<file path="src/rtl/id_exe_pkg.sv">
// id_exe_pkg: shared state encoding, default widths and control-field bit positions for the ID/EXE skid register
package id_exe_pkg;
  typedef enum logic [1:0] {ST_EMPTY = 2'd0, ST_ONE = 2'd1, ST_TWO = 2'd2} state_e;
  localparam int CTRL_W_DEF   = 9;
  localparam int DATA_W_DEF   = 105;
  localparam int WB_EN_BIT    = 8;
  localparam int MEM_R_EN_BIT = 7;
  localparam int MEM_W_EN_BIT = 6;
  localparam int B_BIT        = 5;
  localparam int S_BIT        = 4;
  localparam int EXE_CMD_MSB  = 3;
  localparam int EXE_CMD_LSB  = 0;
endpackage

</file>
<file path="src/rtl/pipe_reg_en.sv">
// pipe_reg_en: enabled register with async active-low reset and sync clear (clear wins over load)
module pipe_reg_en #(
  parameter int W = 8
) (
  input  logic         clk,
  input  logic         rst_n,
  input  logic         en_i,
  input  logic         clr_i,
  input  logic [W-1:0] d_i,
  output logic [W-1:0] q_o
);
  always_ff @(posedge clk or negedge rst_n)
    if (!rst_n) q_o <= '0;
    else if (clr_i) q_o <= '0;
    else if (en_i) q_o <= d_i;
endmodule

</file>
<file path="src/rtl/id_exe_skid_reg.sv">
// id_exe_skid_reg: two-entry valid/ready skid buffer between ID and EXE; in_ready depends on state only
module id_exe_skid_reg
  import id_exe_pkg::*;
#(
  parameter int CTRL_W     = CTRL_W_DEF,
  parameter int DATA_W     = DATA_W_DEF,
  parameter bit CLEAR_DATA = 1'b0
) (
  input  logic              clk,
  input  logic              rst,
  input  logic              flush,
  input  logic              in_valid,
  output logic              in_ready,
  input  logic [CTRL_W-1:0] in_ctrl,
  input  logic [DATA_W-1:0] in_data,
  output logic              out_valid,
  input  logic              out_ready,
  output logic [CTRL_W-1:0] out_ctrl,
  output logic [DATA_W-1:0] out_data,
  output logic [1:0]        occupancy
);
  localparam int W = CTRL_W + DATA_W;
  state_e state_q, state_d;
  logic [W-1:0] main_q, main_d, skid_q;
  logic in_fire, out_fire, main_en, skid_en, clr;
  assign in_ready  = state_q != ST_TWO;
  assign out_valid = state_q != ST_EMPTY;
  assign occupancy = state_q;
  assign out_ctrl  = out_valid ? main_q[W-1 -: CTRL_W] : '0;
  assign out_data  = main_q[DATA_W-1:0];
  always_comb begin
    in_fire  = in_valid & in_ready & ~flush;
    out_fire = out_valid & out_ready;
    main_en  = ~flush & ((state_q == ST_EMPTY & in_fire) | (state_q == ST_ONE & in_fire & out_fire) |
                         (state_q == ST_TWO & out_fire));
    skid_en  = state_q == ST_ONE & in_fire & ~out_fire;
    main_d   = state_q == ST_TWO ? skid_q : {in_ctrl, in_data};
    clr      = flush & CLEAR_DATA;
    // occupancy arithmetic; in_ready blocks a push in TWO and out_valid blocks a pop in EMPTY
    state_d  = flush ? ST_EMPTY : state_e'(state_q + {1'b0, in_fire} - {1'b0, out_fire});
  end
  always_ff @(posedge clk or negedge rst)
    if (!rst) state_q <= ST_EMPTY;
    else state_q <= state_d;
  pipe_reg_en #(.W(W)) u_main (
    .clk(clk), .rst_n(rst), .en_i(main_en), .clr_i(clr), .d_i(main_d), .q_o(main_q)
  );
  pipe_reg_en #(.W(W)) u_skid (
    .clk(clk), .rst_n(rst), .en_i(skid_en), .clr_i(clr), .d_i({in_ctrl, in_data}), .q_o(skid_q)
  );
endmodule
</file>
<file path="config.mk">
export PLATFORM = sky130hd
export DESIGN_NAME = id_exe_skid_reg
export DESIGN_NICKNAME = d
export VERILOG_FILES = /design/src/rtl/id_exe_pkg.sv /design/src/rtl/pipe_reg_en.sv /design/src/rtl/id_exe_skid_reg.sv
export SDC_FILE = /design/constraint.sdc
export NUM_CORES = 1
export LEC_CHECK = 0
export ABC_AREA = 1
export CORE_UTILIZATION = 40
export DETAILED_ROUTE_END_ITERATION = 12
export DONT_BUFFER_PORTS = 1
export HOLD_SLACK_MARGIN = 0.15
export PLACE_DENSITY = 0.6
export SLEW_MARGIN = 5
export SYNTH_ARGS = -nofsm -noshare
export SYNTH_HDL_FRONTEND = slang
export SYNTH_SLANG_ARGS = --single-unit
</file>
<file path="constraint.sdc">
create_clock -name clk -period 3.1 [get_ports clk]
set_input_delay 0.465 -clock clk [delete_from_list [all_inputs] [get_ports clk]]
set_output_delay 0.465 -clock clk [all_outputs]
set_load 0.05 [all_outputs]
</file>
# ---- Yosys cells after proc, flatten, opt, wreduce, memory -nomap -nowiden
# Index checks and enable logic that the tools add are counted.
dict set report totals {
  elab_cells 26
  ram_bits 0
  latch_bits 0
  mem_bits_ro 0
  ff_bits 230
  input_bits 119
  mem_count 0
}
dict set report op_classes {
  n_eq_ne 3
  div_mod_pow 0
  n_reduce_logical 2
  n_lt_le_gt_ge 0
  bitwise 13
  n_mux 3
  mul 0
  add_sub_neg 2
  shifts 0
}
# cell count
set op_table {}
lappend op_table {{2-to-1 mux 114 bit} 1}
lappend op_table {{bitwise AND 1 bit} 9}
lappend op_table {{2-to-1 mux 9 bit} 1}
lappend op_table {{adder 2 x 1 -> 2 bit} 1}
lappend op_table {{== test 2 x 1 -> 1 bit (second input constant)} 1}
lappend op_table {{== test 2 bit (second input constant)} 1}
lappend op_table {{logical NOT 2 bit} 1}
lappend op_table {{2-to-1 mux 2 bit} 1}
lappend op_table {{!= test 2 bit (second input constant)} 1}
lappend op_table {{inverter 1 bit} 2}
lappend op_table {{bitwise OR 1 bit} 2}
lappend op_table {{nonzero test 2 bit} 1}
lappend op_table {{subtractor 2 x 1 -> 2 bit} 1}

# ---- Depth between registers and ports, before layout
# Gate-level depths: netlist of the first run.
dict set report depth {
  depth_word 8
  mapped_depth 10
}

# ---- Cells and area by module
# Synthesis of the first run repeated with hierarchy kept, for this count alone.
dict set report unflattened {
  hier_cells 1418
  hier_area_um2 10892.9
}
# module n_inst area_each_um2 cells_each seq_area_each_um2
set by_module_without_submodules {}
lappend by_module_without_submodules {pipe_reg_en 2 4494.3 495 2852.7}
lappend by_module_without_submodules {id_exe_skid_reg 1 1904.3 428 50.0}

# ---- Worst setup path after synthesis of the first run
# OpenSTA, ideal clock, no wires.
dict set report synth_timing {
  kind {flip-flop to flip-flop}
  start {register state_q[0] (netlist: occupancy[0])}
  end {register state_q[0] (netlist: occupancy[0])}
  setup_ns 0.113
  n_path_buf 1
  path_slack_ns 0.586
  arrival_time_ns 2.400
  path_stages_with_launch 10
  path_cell_list {dfrtp_1 -> inv_2 -> nand2_2 -> buf_1 -> nand3_1 -> ha_1 -> inv_1 -> ha_1 -> inv_1 -> nor2_1}
}
dict set report synth_via {
  elab_chain_len 6
  word_cells_on_any_way 8
  cone_classes {add/sub (2); eq/ne (1); mux (1); bitwise (3); reduce/logical (1)}
}
# element line_no
set synth_lines {}
lappend synth_lines {{start: declaration} id_exe_skid_reg.sv:23} ;# state_e state_q, state_d;
lappend synth_lines {{start signal: assignment} id_exe_skid_reg.sv:44} ;# else state_q <= state_d;
lappend synth_lines {{!= test 2 bit} id_exe_skid_reg.sv:26} ;# assign in_ready = state_q != ST_TWO;
lappend synth_lines {{named net in_ready} id_exe_skid_reg.sv:13} ;# output logic in_ready,
lappend synth_lines {{bitwise AND 1 bit (2 in series)} id_exe_skid_reg.sv:32} ;# in_fire = in_valid & in_ready & ~flush;
lappend synth_lines {{adder 2 x 1 -> 2 bit} id_exe_skid_reg.sv:40} ;# state_d = flush ? ST_EMPTY : state_e'(state_q + {1'b0, in_fire} - {1'b0, out_fire});
lappend synth_lines {{subtractor 2 x 1 -> 2 bit} id_exe_skid_reg.sv:40}
lappend synth_lines {{2-to-1 mux 2 bit} id_exe_skid_reg.sv:40}
lappend synth_lines {{named net state_d[0]} id_exe_skid_reg.sv:23}
# The timed path passes the listed nets, and every way through them passes these cells.
# A chain may end at the register's enable or synchronous reset.

# ---- Final worst setup path of the first run
dict set report layout_timing {
  start {register state_q[0] (netlist: occupancy[0])}
  end {output port in_ready}
}
dict set report layout_via {
  elab_chain_len 1
}
# element line_no
set layout_lines {}
lappend layout_lines {{!= test 2 bit} id_exe_skid_reg.sv:26}
lappend layout_lines {{end: declaration} id_exe_skid_reg.sv:13}
# No other way between the ends.

==> flow_summary.ini, run 1 <==
[status]
status = finished with violations
violations = negative hold slack

[sta]
fin_crit_sh_pct = 90.74
setup_tns_ns = 0
setup_viol = 0
final-hold-violation-count = 230
maxSlewViolCount = 0
fmax_ghz = 0.3555
final.setup_skew_ns = 0.009139
holdWs_ns = -0.3719
slew_headroom_pct = 46.72
tightest_slew_ns = 0.7992
period_minus_slack_ns = 2.813
rsz0062_at_grt = no

[logic_synthesis]
syn_inst = 1503
ys_ff_latch = 230
ys_seq_area_share_pct = 50.18
postSynthAreaPerCell_um2 = 7.631
ys_warn_count = 0
synth_fp_nets = 1624
synth_edf_count = 0
synth_ff_type = dfrtp_1
synth_top_area_share_pct = 50.18
synth_area_leader_cell = dfrtp_1
synth.distinct_cells = 18
yosys-top-cells-area = dfrtp_1 50%, nand2_1 19%, nand3_1 10%, buf_4 7.0%, o21ai_0 5.0%
synthArstFlopShare_pct = 100.0
synthesis.area_um2 = 11470

[routing]
final_antenna_net_count = 0
drt_iter0_drc = 710
avgRoutedWirePerCell_um = 16.27
dr_total_vias = 9273
routed_via_density = 4.977
wl_mm = 30.32
drc = 0
first_pass_iters = 5

[global_routing]
grt_pass1_wl_mm = 49.08
grt_overflow_total = 0
grt_use_total_pct = 20.85
grt_pass1_vias = 9077
grt_antenna_before_repair = 1
grt_max_degree = 231

[die]
fp.dieArea_um2 = 29360
io_pins = 237
rows = 61
start_util_pct = 40.95
die_x_um = 171.3
die_h_um = 171.3
coreArea_um2 = 28010

[layout]
seqCellArea_um2 = 5759
area_growth_pct = 13.47
final_layout_size_suffix_gt1_share_pct = 4.784
fill_cells = 2752
multi_input_area_um2 = 4016
finalInstanceArea_um2 = 13020
nets = 1587

[setup_path]
cp_num_buf_inv = 2
r2r-start = occupancy[0]
path_class = reg2out
r2r_slack_ns = 0.63
worstPathRequired_ns = 2.63
critPathArrivalTime_ns = 2.35
path_delay_family = buffers and inverters
crit_path_start_kind = flop
r2r_cells = 7
crit_chain = inv_4, nand2_4, buf_4
end_kind = primary output
critical_path.max_stage_delay_ns = 0.73
r2r-end = u_main.q_o[3]
worstPathMaxFanout = 51
slowest_stage = dfrtp_1

[hold_path]
hp-class = in2async

[clock_network]
cts_root_buf = clkbuf_16
cts.path.max_buffers = 3
hold_buffers = 115
htree_levels = 1
cts_resized = 0
numCtsBuffers = 27
clk_pin_slew_ns = 0.06
cts_tree = yes
cts_sinks = 230
insertion_delay_ns = 0.53

[power]
leakage_nw = 7.070
powerDensity_nw_per_um2 = 1142
ir_worst_vdd_v = 0.0005539

[placement]
gp_congestion = 0.7456
postPlaceCellArea_um2 = 10980
numPortBuffers = 0
hpwl_mm = 16.22

[flow_run]
drv_cap = 0
==> final cells by class <==
cell class | instances | share of cell area (%)
diodes | 1 | 0.01923
multi-input cells | 940 | 30.86
flip-flops and latches | 230 | 44.25
clock inverters | 5 | 0.4326
inverters | 129 | 3.740
repair buffers | 138 | 10.75
clock buffers | 42 | 6.316
well taps | 378 | 3.634
==> cells in the mapped netlist (2+ instances only) <==
library cell / count
buf_1: 16
buf_2: 43
buf_4: 107
clkbuf_1: 37
dfrtp_1: 230
ha_1: 2
inv_1: 127
inv_2: 2
nand2_1: 572
nand2_2: 3
nand3_1: 229
nor2_1: 16
o21ai_0: 114
==> metrics by stage <==
| stage | hold slack, ns | power [mW] | utilization (%) | setup slack, ns | std cells |
|---|---|---|---|---|---|
| 6_report | -0.3719 | 14.86 | 46.46 | 0.2871 | 1863 |
| 5_1_grt | -0.3999 | 15.86 | 46.46 | 0.1252 | 1863 |
| 4_1_cts | -0.3971 | 14.99 | 46.46 | 0.2471 | 1862 |
| 3_5_place_dp | 0.1737 | 11.68 | 39.21 | 0.5830 | 1700 |
| 3_3_place_gp | 0.1735 | 11.54 | 39.21 | 0.6622 | 1700 |
| 2_1_floorplan | 0.1694 | 11.37 | - | 0.5860 | 1503 |
==> how the worst max path moves through the flow <==
stage | start | endpoint | slack [ns] | cells after the start
2_1_floorplan | occupancy[0] | occupancy[0] | 0.59 | 9
3_3_place_gp | occupancy[0] | u_main.q_o[4] | 0.66 | 7
3_5_place_dp | occupancy[0] | u_main.q_o[34] | 0.58 | 7
4_1_cts | occupancy[0] | in_ready | 0.25 | 3
5_1_grt | occupancy[0] | in_ready | 0.13 | 3
6_report | occupancy[0] | in_ready | 0.29 | 3
==> per-layer routing <==
metal | vias to the layer above | track usage (%) | part of all wire (%)
li1 | 4497 | - | -
met1 | 4425 | 29.30 | 46
met2 | 308 | 31.80 | 44
met3 | 43 | 5.407 | 8.3
met4 | 0 | 5.280 | 2.0
met5 | - | 0 | 0
==> flip-flops by register name, summed over array words and instances, names as in the netlist <==
register	count
occupancy	2
u_skid.q_o	114
u_main.q_o	114
==> power by group <==
group | switching [mW] | internal [mW]
Clock | 1.26 | 1.89
Sequential | 3.17 | 4.37
Combinational | 2.84 | 1.32
Total | 7.28 | 7.58
==> logic make-up (layout without fill, tap and decap cells) <==
logic type      after synthesis  after routing  synth area share, %
xor+xnor                      1              1              0.07637
flops                       230            230                50.18
other cells                   0              1                    0
simple gates                823            823                29.62
fa+ha+maj                     2              2               0.2181
buf+inv                     333            314                14.93
compound gates              114            114                4.974
==> timing repair <==
action,in CTS,in global routing
hold endpoints to repair,351,230
buffers inserted,0,0
setup endpoints to repair,0,0
==> worst register-to-register path: stages, from the launching register on <==
cell     delay (ns)
dfrtp_1        0.73
inv_4          0.28
nand2_4        0.17
nand2_4        0.25
nand2_4        0.47
buf_12         0.28
nand2_1        0.15
nand2_1        0.07
==> layout by cell type (no fill, tap or decap), drive strengths merged <==
cell type,n
nand2,575
dfrtp,230
nor2,17
ha,2
buf,23
nand3,229
clkinv,3
inv,130
xor2,1
nand3b,1
dlygate4sd3,115
bufinv,1
clkbuf,42
nand4,1
o21ai,114
diode,1
(Power assumes the default switching activity.)
==> run 2: changes to the inputs <==
--- a/config.mk
+++ b/config.mk
@@ -11,6 +11,7 @@
 export DONT_BUFFER_PORTS = 1
 export HOLD_SLACK_MARGIN = 0.15
 export PLACE_DENSITY = 0.6
+export REMOVE_ABC_BUFFERS = 1
 export SLEW_MARGIN = 5
 export SYNTH_ARGS = -nofsm -noshare
 export SYNTH_HDL_FRONTEND = slang
==> flow_summary.ini, run 2 (synthesis gave the netlist of run 1 again) <==
[status]
status = finished with violations
violations = negative hold slack

[global_routing]
grt_overflow_total = 0
grt_pass1_vias = 9031
grt_max_degree = 231
grt_use_total_pct = 20.22
grt_pass1_wl_mm = 47.73
grt_antenna_before_repair = 0

[routing]
final_antenna_net_count = 0
first_pass_iters = 5
dr_total_vias = 9255
drt_iter0_drc = 589
routed_via_density = 4.973
drc = 0
avgRoutedWirePerCell_um = 15.88
wl_mm = 29.54

[setup_path]
end_kind = flop
crit_start = occupancy[1]
path_class = reg2reg
crit_path_start_kind = flop
critPathArrivalTime_ns = 2.97
r2r_cells = 7
worstPathMaxFanout = 58
r2r_slack_ns = 0.55
worstPathRequired_ns = 3.52
r2r-end = u_main.q_o[3]
r2r-start = occupancy[1]

[die]
die_x_um = 171.3
die_h_um = 171.3
rows = 61
start_util_pct = 40.95
coreArea_um2 = 28010
fp.dieArea_um2 = 29360
io_pins = 237

[placement]
numPortBuffers = 0
hpwl_mm = 15.31
postPlaceCellArea_um2 = 10960
gp_congestion = 0.7511

[sta]
fin_crit_sh_pct = 82.34
holdWs_ns = -0.3734
slew_headroom_pct = 41.94
rsz0062_at_grt = no
final.setup_skew_ns = 0.01282
maxSlewViolCount = 0
setup_viol = 0
fmax_ghz = 0.3917
final-hold-violation-count = 230
tightest_slew_ns = 0.8709
period_minus_slack_ns = 2.553

[clock_network]
clk_pin_slew_ns = 0.06
cts.path.max_buffers = 3
cts_sinks = 230
cts_tree = yes
htree_levels = 1
numCtsBuffers = 27
hold_buffers = 115
cts_resized = 0
cts_root_buf = clkbuf_16
postCtsSetupRepairBufs = 0
insertion_delay_ns = 0.53

[layout]
final_common_cell = nand2_1
nets = 1586
final_layout_size_suffix_gt1_share_pct = 4.720
finalInstanceArea_um2 = 13020
layout_common_cells = 572 x nand2_1, 229 x nand3_1, 229 x dfrtp_1
diodes = 0
area_growth_pct = 13.53

[power]
ir_worst_vdd_v = 0.0006208
leakage_nw = 7.071
powerDensity_nw_per_um2 = 1143

[hold_path]
hp-class = in2async

[flow_run]
drv_cap = 0
## run 2: cell types whose count changed in the layout (fill, tap and decap cells not counted)
cell,delta
buf_12,-1
bufinv_16,+2
clkbuf_8,-2
clkinvlp_4,+1
diode_2,-1
inv_8,-1
## run 2: worst max path at each step
stage	to	slack [ns]	cells after the start
CTS	u_main.q_o[42]	0.55	7
detailed placement	u_main.q_o[42]	0.56	7
global route	u_main.q_o[1]	0.34	7
finish	u_main.q_o[3]	0.55	7
floorplan	u_main.q_o[0]	-4.25	5
global placement	u_main.q_o[84]	0.64	7
## run 2: critical path, cell delays in order (launching register included)
cell     delay (ns)
dfrtp_4        0.50
nor2_1         0.58
nor2_1         0.16
nor2_4         0.18
nand2_4        0.42
buf_12         0.39
nand2_1        0.10
nand2_1        0.06
## run 2: final cells by class
type                    count  area, um^2
clock buffers              40       794.5
clock inverters             7       112.6
fillers                  2743       14990
inverters                 129       486.7
multi-input cells         940        4016
flip-flops and latches    230        5759
well taps                 378       473.0
repair buffers            137        1379
## run 2: where the power goes
part	total, mW	internal [mW]	switching, mW	leakage, nW
Sequential	7.51	4.37	3.13	2.92
Clock	3.24	2.00	1.24	0.444
Combinational	4.14	1.29	2.85	3.71
## run 2: metal layers
layer / global-route usage (%) / wire, um / vias up
met2: 31.74 / 13410 / 296
met3: 5.522 / 2558 / 39
met1: 27.72 / 13160 / 4420
met4: 4.542 / 424 / 0
li1: - / - / 4500
met5: 0 / 0 / -
## run 2: metrics by stage
stage	setup slack, ns	TNS, ns	total power, mW	instances	utilization (%)
finish	0.5473	0	14.88	1861	46.49
detailed placement	0.5610	0	11.59	1699	39.14
global route	0.3390	0	15.86	1861	46.49
global placement	0.6411	0	11.47	1699	39.14
CTS	0.5495	0	15.00	1861	46.49
floorplan	-4.246	-959.88	10.24	1299	-
